### src/rtl/eth0_cfg_pkg.sv
// eth0_cfg_pkg: register map, CTRL bit positions, FSM states and written-mask type
package eth0_cfg_pkg;
   localparam logic [7:0] ADDR_CTRL   = 8'h00;
   localparam logic [7:0] ADDR_MAC_LO = 8'h04;
   localparam logic [7:0] ADDR_MAC_HI = 8'h08;
   localparam logic [7:0] ADDR_IP     = 8'h0C;
   localparam logic [7:0] ADDR_PORT   = 8'h10;
   localparam int CTRL_EN   = 0;
   localparam int CTRL_SRST = 1;
   localparam int MASK_MAC_LO = 0;
   localparam int MASK_MAC_HI = 1;
   localparam int MASK_IP     = 2;
   localparam int MASK_PORT   = 3;
   typedef logic [3:0] wr_mask_t;
   localparam wr_mask_t MASK_ALL = 4'b1111;
   typedef enum logic {IDLE, COMMIT} cfg_state_t;
endpackage

### src/rtl/eth0_cfg_regfile.sv
// eth0_cfg_regfile: eth0 config write responder; each accepted write is held in a
// shadow stage for COMMIT_CYCLES cycles before it reaches the active registers.
module eth0_cfg_regfile
   import eth0_cfg_pkg::*;
#(
   parameter int          COMMIT_CYCLES = 4,
   parameter logic [15:0] DEF_UDP_PORT  = 16'd5000
) (
   input  logic        clk_hifreq,
   input  logic        rst_n,
   input  logic [7:0]  reg_addr,
   input  logic [31:0] data_in,
   input  logic        wren,
   output logic        busy,
   output logic [47:0] mac_addr,
   output logic [31:0] ip_addr,
   output logic [15:0] udp_port,
   output logic        core_enable,
   output logic        cfg_valid,
   output logic        addr_err,
   output logic        drop_err
);
   cfg_state_t  state_q, state_d;
   logic [3:0]  cnt_q, cnt_d;
   logic [7:0]  addr_q, addr_d;
   logic [31:0] data_q, data_d;
   logic        busy_q, busy_d;
   logic [31:0] mac_lo_q, mac_lo_d;
   logic [15:0] mac_hi_q, mac_hi_d;
   logic [31:0] ip_q, ip_d;
   logic [15:0] port_q, port_d;
   logic        en_q, en_d;
   wr_mask_t    mask_q, mask_d;
   logic        valid_q, valid_d;
   logic        aerr_q, aerr_d;
   logic        derr_q, derr_d;

   always_comb begin
      state_d  = state_q;
      cnt_d    = cnt_q;
      addr_d   = addr_q;
      data_d   = data_q;
      busy_d   = busy_q;
      mac_lo_d = mac_lo_q;
      mac_hi_d = mac_hi_q;
      ip_d     = ip_q;
      port_d   = port_q;
      en_d     = en_q;
      mask_d   = mask_q;
      aerr_d   = aerr_q;
      derr_d   = derr_q;
      if (state_q == IDLE) begin
         if (wren) begin
            addr_d  = reg_addr;
            data_d  = data_in;
            cnt_d   = 4'(COMMIT_CYCLES - 1);
            busy_d  = 1'b1;
            state_d = COMMIT;
         end
      end else begin
         if (wren) derr_d = 1'b1;
         cnt_d = cnt_q - 4'd1;
         if (cnt_q == 4'd0) begin
            cnt_d   = 4'd0;
            busy_d  = 1'b0;
            state_d = IDLE;
            case (addr_q)
               ADDR_CTRL: begin
                  // soft reset wins over enable and also clears the sticky errors
                  if (data_q[CTRL_SRST]) begin
                     mac_lo_d = '0;
                     mac_hi_d = '0;
                     ip_d     = '0;
                     port_d   = DEF_UDP_PORT;
                     en_d     = 1'b0;
                     mask_d   = '0;
                     aerr_d   = 1'b0;
                     derr_d   = 1'b0;
                  end else en_d = data_q[CTRL_EN];
               end
               ADDR_MAC_LO: begin
                  mac_lo_d = data_q;
                  mask_d[MASK_MAC_LO] = 1'b1;
               end
               ADDR_MAC_HI: begin
                  mac_hi_d = data_q[15:0];
                  mask_d[MASK_MAC_HI] = 1'b1;
               end
               ADDR_IP: begin
                  ip_d = data_q;
                  mask_d[MASK_IP] = 1'b1;
               end
               ADDR_PORT: begin
                  port_d = data_q[15:0];
                  mask_d[MASK_PORT] = 1'b1;
               end
               default: aerr_d = 1'b1;
            endcase
         end
      end
      valid_d = (mask_d == MASK_ALL) && en_d;
   end

   always_ff @(posedge clk_hifreq or negedge rst_n) begin
      if (!rst_n) begin
         state_q  <= IDLE;
         cnt_q    <= '0;
         addr_q   <= '0;
         data_q   <= '0;
         busy_q   <= 1'b0;
         mac_lo_q <= '0;
         mac_hi_q <= '0;
         ip_q     <= '0;
         port_q   <= DEF_UDP_PORT;
         en_q     <= 1'b0;
         mask_q   <= '0;
         valid_q  <= 1'b0;
         aerr_q   <= 1'b0;
         derr_q   <= 1'b0;
      end else begin
         state_q  <= state_d;
         cnt_q    <= cnt_d;
         addr_q   <= addr_d;
         data_q   <= data_d;
         busy_q   <= busy_d;
         mac_lo_q <= mac_lo_d;
         mac_hi_q <= mac_hi_d;
         ip_q     <= ip_d;
         port_q   <= port_d;
         en_q     <= en_d;
         mask_q   <= mask_d;
         valid_q  <= valid_d;
         aerr_q   <= aerr_d;
         derr_q   <= derr_d;
      end
   end

   assign busy        = busy_q;
   assign mac_addr    = {mac_hi_q, mac_lo_q};
   assign ip_addr     = ip_q;
   assign udp_port    = port_q;
   assign core_enable = en_q;
   assign cfg_valid   = valid_q;
   assign addr_err    = aerr_q;
   assign drop_err    = derr_q;
endmodule

### config.mk
export PLATFORM = sky130hd
export DESIGN_NAME = eth0_cfg_regfile
export DESIGN_NICKNAME = d
export VERILOG_FILES = /design/src/rtl/eth0_cfg_pkg.sv /design/src/rtl/eth0_cfg_regfile.sv
export SDC_FILE = /design/constraint.sdc
export NUM_CORES = 1
export LEC_CHECK = 0
export ABC_AREA = 0
export CAP_MARGIN = 10
export CORE_ASPECT_RATIO = 0.6
export CORE_UTILIZATION = 53
export CTS_CLUSTER_DIAMETER = 120
export CTS_CLUSTER_SIZE = 28
export DETAILED_ROUTE_END_ITERATION = 10
export PLACE_DENSITY = 0.93
export SLEW_MARGIN = 15
export SYNTH_ARGS = -nofsm -noshare
export SYNTH_HDL_FRONTEND = slang
export SYNTH_SLANG_ARGS = --single-unit
### constraint.sdc
create_clock -name clk_hifreq -period 4.5 [get_ports clk_hifreq]
set_input_delay 0.9 -clock clk_hifreq [delete_from_list [all_inputs] [get_ports clk_hifreq]]
set_output_delay 0.9 -clock clk_hifreq [all_outputs]
set_load 0.05 [all_outputs]
==> metrics.cfg, run 1 <==
[routing]
avgViaCountPerCell=6.10
route.detailed.drc=0
ant_nets=0
vias=4134
avgRoutedWirePerCell_um=22.5
drt_iter0_markers=296
dr.pass1.iters=4
routed_wl_um=15300

[status]
run_status=complete, no violations

[timing]
setup_viol=0
rsz0062_at_grt=false
worstMarginPinSlew_ns=1.07
period_needed_ns=2.87
fmax_mhz=349
whs_ns=0.482
finClkSkew_ns=0.00977
finalHoldViolCount=0
finalSetupTns_ns=0
timing.final.crit_share=0.637
slew_headroom=0.289
finalMaxSlewViolations=0

[setup_path]
r2r_slack_ns=1.63
reg2reg_depth=5
critical_path_class=reg2reg
crit_path_end_kind=flip-flop
rr_endpoint=cfg_valid$_DFF_PN0_
r2r_start=state_q$_DFF_PN0_
setup.worst_path.start_class=flip-flop
crit_required_ns=4.80
arrival_ns=3.17
critPathMaxFanout=17

[pwr]
vdd_drop_max_mv=0.422
power_frac_seq=0.392
finalPower_mw=5.72
power_density_mw_per_mm2=730
comb_power_share=0.358
p_sw_mw=2.23
clkPwrFrac=0.250
internal_power_mw=3.49
switching_share=0.390
total_leakage_power_nw=3.43

[floorplan]
ios=144
die_w_um=136
core_sq_mm=0.0102
die_h_um=82.5
start_util=0.563
die_area_sq_mm=0.0112
num_rows=28

[clock_tree]
ctsResizeCount=0
worstSkewPairLatency_ns=0.42
htreeDepth=4
cts_sinks=150
numCtsBuffers=17
cts_root_buffer=clkbuf_16
clkTransAtPathRegs_ns=0.06
cts_setup_buffers=0
cts_buffer_depth=2
cts_tree=done
postCtsHoldBufs=0

[worst_hold_path]
hold_depth=1
worstHoldEndpoint=mask_q[1]$_DFF_PN0_
min_path_type=reg2reg
holdCritStartpoint=mask_q[1]$_DFF_PN0_

[yosys]
seq_area_frac_synth=0.657
synth.cell_area_sq_mm=0.00572
synth-seq-cells=150
ys_async_sr_fraction=1.00
yosys_warnings=0
syn_nets=432
synth-edff-count=0
syn_inst=389
ys.flop_type=dfrtp_1
avgSynthCellArea_sq_um=14.7
synth_cell_types=50

[global_route]
met1_usage=0.420
grt_pass1_vias=4250
top_usage_layer=met2
globalRouteMet2Util=0.436
grt_max_degree=70
grt_use_met3=0.0665
grt_pass1_wl_um=23700
grt_usage=0.293
antenna_found_initial=0
overflow=0

[placed_design]
dpl.cell_count=646
dp_hpwl_um=10000
gp_congestion=0.899
numPortBuffers=143

[layout]
nets=573
area_growth_pct=36.9
layout_common_cells=dfrtp_1 (145), clkdlybuf4s50_1 (142), a22o_1 (88), mux2_2 (38), clkbuf_16 (17)
num-fill-cells=608
drive_gt1_frac=0.173
final_cells=678
layout_commonest_cell=dfrtp_1
n_antenna_cell=0

[run]
drv_cap=0

## logic make-up after synthesis
kind of cell / share of synthesized area
DFF: 0.657
and+or+nand+nor: 0.0597
AOI/OAI and AO/OA: 0.181
muxes: 0.0748
buffers and inverters: 0.0267
## final cells by class
class / instances / area (sq um) / share of cell area
inverter: 4 / 15.0 / 0.00192
timing repair buffer: 149 / 1480 / 0.189
multi-input combinational: 208 / 1810 / 0.231
sequential: 150 / 3760 / 0.480
clock buffer: 24 / 472 / 0.0603
tap: 135 / 169 / 0.0216
clock inverter: 8 / 123 / 0.0157
## stage by stage
step                      cell area [sq um]  utilization  setup WS [ns]
final                                  7830        0.770           1.63
after global routing                   7830        0.770           1.48
after CTS                              7830        0.770           1.67
after detailed placement               7230        0.712           1.54
after global placement                 7230        0.712           1.64
after floorplan                        5720            -           2.41
## how the worst max path moves through the flow
stage / end / slack [ns] / depth (start not counted) / from
2_1_floorplan: addr_q[0]$_DFFE_PN0P_ / 2.41 / 4 / wren
3_3_place_gp: data_q[23]$_DFFE_PN0P_ / 1.64 / 3 / wren
3_5_place_dp: data_q[28]$_DFFE_PN0P_ / 1.54 / 3 / wren
4_1_cts: cfg_valid$_DFF_PN0_ / 1.67 / 5 / state_q$_DFF_PN0_
5_1_grt: cfg_valid$_DFF_PN0_ / 1.48 / 5 / state_q$_DFF_PN0_
6_report: cfg_valid$_DFF_PN0_ / 1.63 / 5 / state_q$_DFF_PN0_
## metal layers
metal,part of all wire,up-vias
li1,-,1758
met1,0.44,2115
met2,0.46,230
met3,0.084,31
met4,0.017,0
met5,0,-
## synth_stat cells, types with 3 or more instances
cell | count | area, sq um
clkbuf_1 | 4 | 15.0
buf_1 | 3 | 11.3
o22a_1 | 5 | 43.8
nor3_1 | 3 | 15.0
dfrtp_1 | 145 | 3630
and4_1 | 3 | 26.3
o21ai_0 | 5 | 25.0
o21ai_1 | 3 | 15.0
a22o_1 | 88 | 771
nor2_1 | 10 | 37.5
o22ai_1 | 3 | 18.8
nand2_1 | 12 | 45.0
buf_2 | 17 | 85.1
mux2_2 | 38 | 428
inv_1 | 4 | 15.0
dfstp_2 | 5 | 131
## sequential cells by signal, summed over array words and instances (netlist names)
register and count:
addr_err 1, addr_q 8, busy 1, cfg_valid 1
cnt_q 4, core_enable 1, data_q 32, drop_err 1
ip_addr 32, mac_hi_q 16, mac_lo_q 32, mask_q 4
state_q 1, udp_port 16
## critical path, stage by stage, from the launching register on
cell and delay, ns:
dfrtp_1 0.47, or3b_4 0.45, nor3_2 0.55, and4_1 0.85
a21o_1 0.17, nor4bb_2 0.27
## power groups by stage
stage | Clock [mW] | Sequential, mW | Combinational (mW)
after global routing | 1.51 | 2.29 | 2.14
after CTS | 1.44 | 2.23 | 2.05
after floorplan | 0 | 2.89 | 0.637
final | 1.43 | 2.24 | 2.05
after detailed placement | 0 | 2.24 | 2.04
after global placement | 0 | 2.20 | 1.98
(Power assumes the default switching activity.)
==> run 2, diff against run 1 <==
--- a/config.mk
+++ b/config.mk
@@ -8,11 +8,11 @@
 export ABC_AREA = 0
 export CAP_MARGIN = 10
 export CORE_ASPECT_RATIO = 0.6
-export CORE_UTILIZATION = 53
+export CORE_UTILIZATION = 49
 export CTS_CLUSTER_DIAMETER = 120
 export CTS_CLUSTER_SIZE = 28
 export DETAILED_ROUTE_END_ITERATION = 10
-export PLACE_DENSITY = 0.93
+export PLACE_DENSITY = 0.88
 export SLEW_MARGIN = 15
 export SYNTH_ARGS = -nofsm -noshare
 export SYNTH_HDL_FRONTEND = slang
==> constraint.sdc (replaced) <==
create_clock -name clk_hifreq -period 2.9 [get_ports clk_hifreq]
set_input_delay 0.58 -clock clk_hifreq [delete_from_list [all_inputs] [get_ports clk_hifreq]]
set_output_delay 0.58 -clock clk_hifreq [all_outputs]
set_load 0.05 [all_outputs]
==> run 2 against run 1 <==
Fmax is 23% higher; total power up 56%; combinational power increased by 57%; final area is 1.5% higher; critical endpoint is now ip_addr[2]$_DFFE_PN0P_; worst setup slack worse by 1.1 ns; via count down 1.1%; critical path depth is 1 higher; first-iteration DRC count fell by 10%; wire length grew 1.4%; cell count rose by 4.3%; utilization down 7.0 points.
==> metrics.cfg, run 2 (synthesis gave the netlist of run 1 again) <==
[status]
run_status=complete, no violations

[routing]
avgViaCountPerCell=5.79
vias=4090
avgRoutedWirePerCell_um=21.9
ant_nets=0
route.detailed.drc=0
drt_iter0_markers=265
routed_wl_um=15500
dr.pass1.iters=5

[clock_tree]
numCtsBuffers=17
postCtsHoldBufs=0
htreeDepth=4
clkTransAtPathRegs_ns=0.06
ctsResizeCount=0
cts_sinks=150
cts_root_buffer=clkbuf_16
worstSkewPairLatency_ns=0.41
cts_setup_buffers=0
cts_buffer_depth=2
cts_tree=done

[floorplan]
die_h_um=85.7
die_w_um=141
start_util=0.505
num_rows=30
ios=144
die_area_sq_mm=0.0121
core_sq_mm=0.0113

[setup_path]
critPathMaxFanout=20
r2r_slack_ns=0.56
r2r_start=state_q$_DFF_PN0_
critical_path_class=reg2reg
crit_required_ns=3.19
crit_path_end_kind=flip-flop
rr_endpoint=ip_addr[2]$_DFFE_PN0P_
arrival_ns=2.63
reg2reg_depth=6
setup.worst_path.start_class=flip-flop

[placed_design]
gp_congestion=0.846
numPortBuffers=143
dp_hpwl_um=10100
placed_cell_area_sq_mm=0.00735

[layout]
fin_util=0.701
layout_commonest_cell=dfrtp_1
drive_gt1_frac=0.186
fin_area_sq_mm=0.00794
layout_common_cells=dfrtp_1 (145), clkdlybuf4s50_1 (142), a22o_1 (88), mux2_2 (38), clkbuf_16 (17)
nets=578
area_growth_pct=38.9
n_antenna_cell=0

[timing]
finalSetupTns_ns=0
fmax_mhz=428
period_needed_ns=2.34
worstMarginPinSlew_ns=1.04
setup_viol=0
timing.final.crit_share=0.807
finalHoldViolCount=0
rsz0062_at_grt=false
finClkSkew_ns=0.00827
finalMaxSlewViolations=0
slew_headroom=0.304

[global_route]
antenna_found_initial=0
grt_usage=0.270
grt_pass1_wl_um=23900
overflow=0
grt_pass1_vias=4197
grt_max_degree=68

[worst_hold_path]
min_path_type=in2async

[pwr]
vdd_drop_max_mv=0.547
total_leakage_power_nw=3.48
power_density_mw_per_mm2=1120

[run]
drv_cap=0

==> run 2: cell count changes in the layout (fill, tap and decap cells not counted), sizes merged <==
cell      before  now
inv            4    6
clkinvlp       3    2
clkinv         2    5
clkbuf        24   19
buf            7   12
==> run 2: critical path: stages, from the launching register on <==
cell and delay (ns):
dfrtp_1 0.49, or3b_4 0.45, nand2b_4 0.24, nor2_4 0.17, nand2_1 0.36, buf_12 0.31, a22o_1 0.19
==> run 2: layout make-up <==
| type | instances | area, sq um |
|---|---|---|
| fill | 773 | 3390 |
| clock buffer | 19 | 443 |
| multi-input combinational | 208 | 1820 |
| tap | 160 | 200 |
| sequential | 150 | 3760 |
| inverter | 4 | 15.0 |
| timing repair buffer | 154 | 1550 |
| clock inverter | 12 | 151 |
==> run 2: through the flow <==
step	setup slack (ns)	hold slack, ns	instances	power [mW]
floorplan	1.08	0.284	389	5.47
global placement	0.642	0.472	676	6.53
detailed placement	0.570	0.482	676	6.67
CTS	0.555	0.147	707	8.92
global route	0.414	0.170	707	9.24
finish	0.561	0.138	707	8.90
==> run 2: worst max-delay path by stage <==
stage                             startpoint                      end  slack, ns
finish                     state_q$_DFF_PN0_   ip_addr[2]$_DFFE_PN0P_       0.56
global route           addr_q[3]$_DFFE_PN0P_   ip_addr[2]$_DFFE_PN0P_       0.41
CTS                 udp_port[12]$_DFFE_PN1P_             udp_port[12]       0.55
detailed placement                      wren   data_q[27]$_DFFE_PN0P_       0.57
global placement                        wren   data_q[23]$_DFFE_PN0P_       0.64
floorplan                  state_q$_DFF_PN0_  mac_lo_q[0]$_DFFE_PN0P_       1.08
==> run 2: report_power, final <==
part | total [mW] | switching (mW) | leakage [nW] | internal [mW]
clock | 2.23 | 0.857 | 0.289 | 1.37
sequential | 3.46 | 0.675 | 1.96 | 2.79
combinational | 3.21 | 1.95 | 1.23 | 1.25
==> run 2: metal layers <==
layer | vias up | wire length [um] | global-route usage
li1 | 1763 | - | -
met1 | 2095 | 6870 | 0.370
met2 | 212 | 6970 | 0.401
met3 | 20 | 1480 | 0.101
met4 | 0 | 166 | 0.0890
met5 | - | 0 | 0
==> run 3, diff against run 2 <==
==> constraint.sdc (replaced) <==
create_clock -name clk_hifreq -period 2.2 [get_ports clk_hifreq]
set_input_delay 0.44 -clock clk_hifreq [delete_from_list [all_inputs] [get_ports clk_hifreq]]
set_output_delay 0.44 -clock clk_hifreq [all_outputs]
set_load 0.05 [all_outputs]
==> run 3 against run 2 <==
Global-route usage hardly changed; highest routed layer unchanged; largest power group unchanged; first-iteration DRC count is 8.3% higher; critical endpoint is now udp_port[1]; final area is 1.4% higher.
==> metrics.cfg, run 3 (synthesis gave the netlist of run 1 again) <==
[status]
run_status=complete, no violations

[timing]
finalMaxSlewViolations=0
timing.final.crit_share=0.981
period_needed_ns=2.16
fmax_mhz=463
setup_viol=0
finClkSkew_ns=0.00667
slew_headroom=0.337
worstMarginPinSlew_ns=0.991
setup_slack_ns=0.0421
finalSetupTns_ns=0
rsz0062_at_grt=false
whs_ns=0.00959
finalHoldViolCount=0

[setup_path]
slowest_stage=clkdlybuf4s50_1
crit_family=buffers and inverters
worstSetupEndpoint=udp_port[1]
r2r_start=cnt_q[1]$_DFFE_PN0P_
rr_endpoint=mac_lo_q[20]$_DFFE_PN0P_
arrival_ns=1.72
crit_buf_inv=1
cp_slowest_stage_delay_ns=0.86
crit_path_end_kind=output pin
r2r_slack_ns=0.07
path_cells=clkdlybuf4s50_1
crit_required_ns=1.76
setup.worst_path.start_class=flip-flop
critPathMaxFanout=2
critical_path_class=reg2out
cp-startpoint=udp_port[1]$_DFFE_PN0P_
reg2reg_depth=5
cp.depth=1

[pwr]
power_density_mw_per_mm2=1490
total_leakage_power_nw=3.55
vdd_drop_max_mv=0.741

[layout]
area_growth_pct=40.8
final_cells=716
drive_gt1_frac=0.201
n_antenna_cell=0
layout_commonest_cell=dfrtp_1
layout_common_cells=dfrtp_1 (145), clkdlybuf4s50_1 (137), a22o_1 (88), mux2_2 (38), clkbuf_16 (17)
nets=586

[global_route]
grt_max_degree=81
grt_use_met3=0.0994
grt_usage=0.269
grt_pass1_wl_um=23800
met1_usage=0.380
overflow=0
antenna_found_initial=0
grt_pass1_vias=4138
top_usage_layer=met2
globalRouteMet2Util=0.381

[routing]
avgViaCountPerCell=5.77
drt_iter0_markers=287
routed_wl_um=15300
route.detailed.drc=0
vias=4133
avgRoutedWirePerCell_um=21.4
dr.pass1.iters=4
ant_nets=0

[clock_tree]
cts_setup_buffers=0
cts_buffer_depth=2
worstSkewPairLatency_ns=0.42
cts_tree=done
htreeDepth=4
numCtsBuffers=17
clkTransAtPathRegs_ns=0.06
cts_sinks=150
cts_root_buffer=clkbuf_16

[floorplan]
die_area_sq_mm=0.0121
core_sq_mm=0.0113
die_h_um=85.7
num_rows=30
die_w_um=141
start_util=0.505
ios=144

[placed_design]
numPortBuffers=143
gp_congestion=0.926
place_ws_ns=0.108
dpl.cell_count=684
dp_hpwl_um=10000

[run]
drv_cap=0

[worst_hold_path]
min_path_type=in2async

run 3: cell types whose count changed in the layout (fill, tap and decap cells not counted), sizes merged:
cell and delta:
clkdlybuf4s50 -5, buf +8, clkbuf -1, bufinv +1, clkinv +1, dlygate4sd2 +5
run 3: per-stage QoR:
step	total power, mW	instance area, sq um	util
after floorplan	7.21	5720	-
after global placement	8.74	7410	0.653
after detailed placement	8.91	7410	0.653
after CTS	12.0	8040	0.709
after global routing	12.5	8050	0.710
final	12.0	8050	0.710
run 3: where the power goes:
part           total [mW]  switching (mW)  internal, mW
Combinational        4.35            2.65          1.70
Sequential           4.56           0.884          3.67
Clock                3.09            1.15          1.94
Total                12.0            4.68          7.31
run 3: metal layers:
layer | share of wire | wire [um]
met1 | 0.44 | 6700
met2 | 0.45 | 6830
met3 | 0.10 | 1590
met4 | 0.012 | 186
met5 | 0 | 0
run 3: worst min-delay path by stage:
stage,startpoint,endpoint,slack [ns],depth (start not counted)
6_report,rst_n,mac_hi_q[12]$_DFFE_PN0P_,0.01,2
5_1_grt,rst_n,mac_lo_q[8]$_DFFE_PN0P_,0.03,2
4_1_cts,rst_n,mac_lo_q[8]$_DFFE_PN0P_,0.03,2
3_5_place_dp,rst_n,mac_lo_q[8]$_DFFE_PN0P_,0.47,2
3_3_place_gp,rst_n,mac_lo_q[8]$_DFFE_PN0P_,0.47,2
2_1_floorplan,rst_n,addr_err$_DFFE_PN0P_,0.14,0
run 3: area by class of cell:
cell class | count | area, sq um
Clock buffer | 18 | 439
Clock inverter | 14 | 200
Fill cell | 753 | 3290
Inverter | 4 | 15.0
Multi-Input combinational cell | 208 | 1830
Sequential cell | 150 | 3760
Tap cell | 160 | 200
Timing Repair Buffer | 162 | 1610
run 3: repair_timing:
item	4_1_cts	5_1_grt
resized for setup	5	2
endpoints found under the setup margin	5	7
hold buffers	0	0
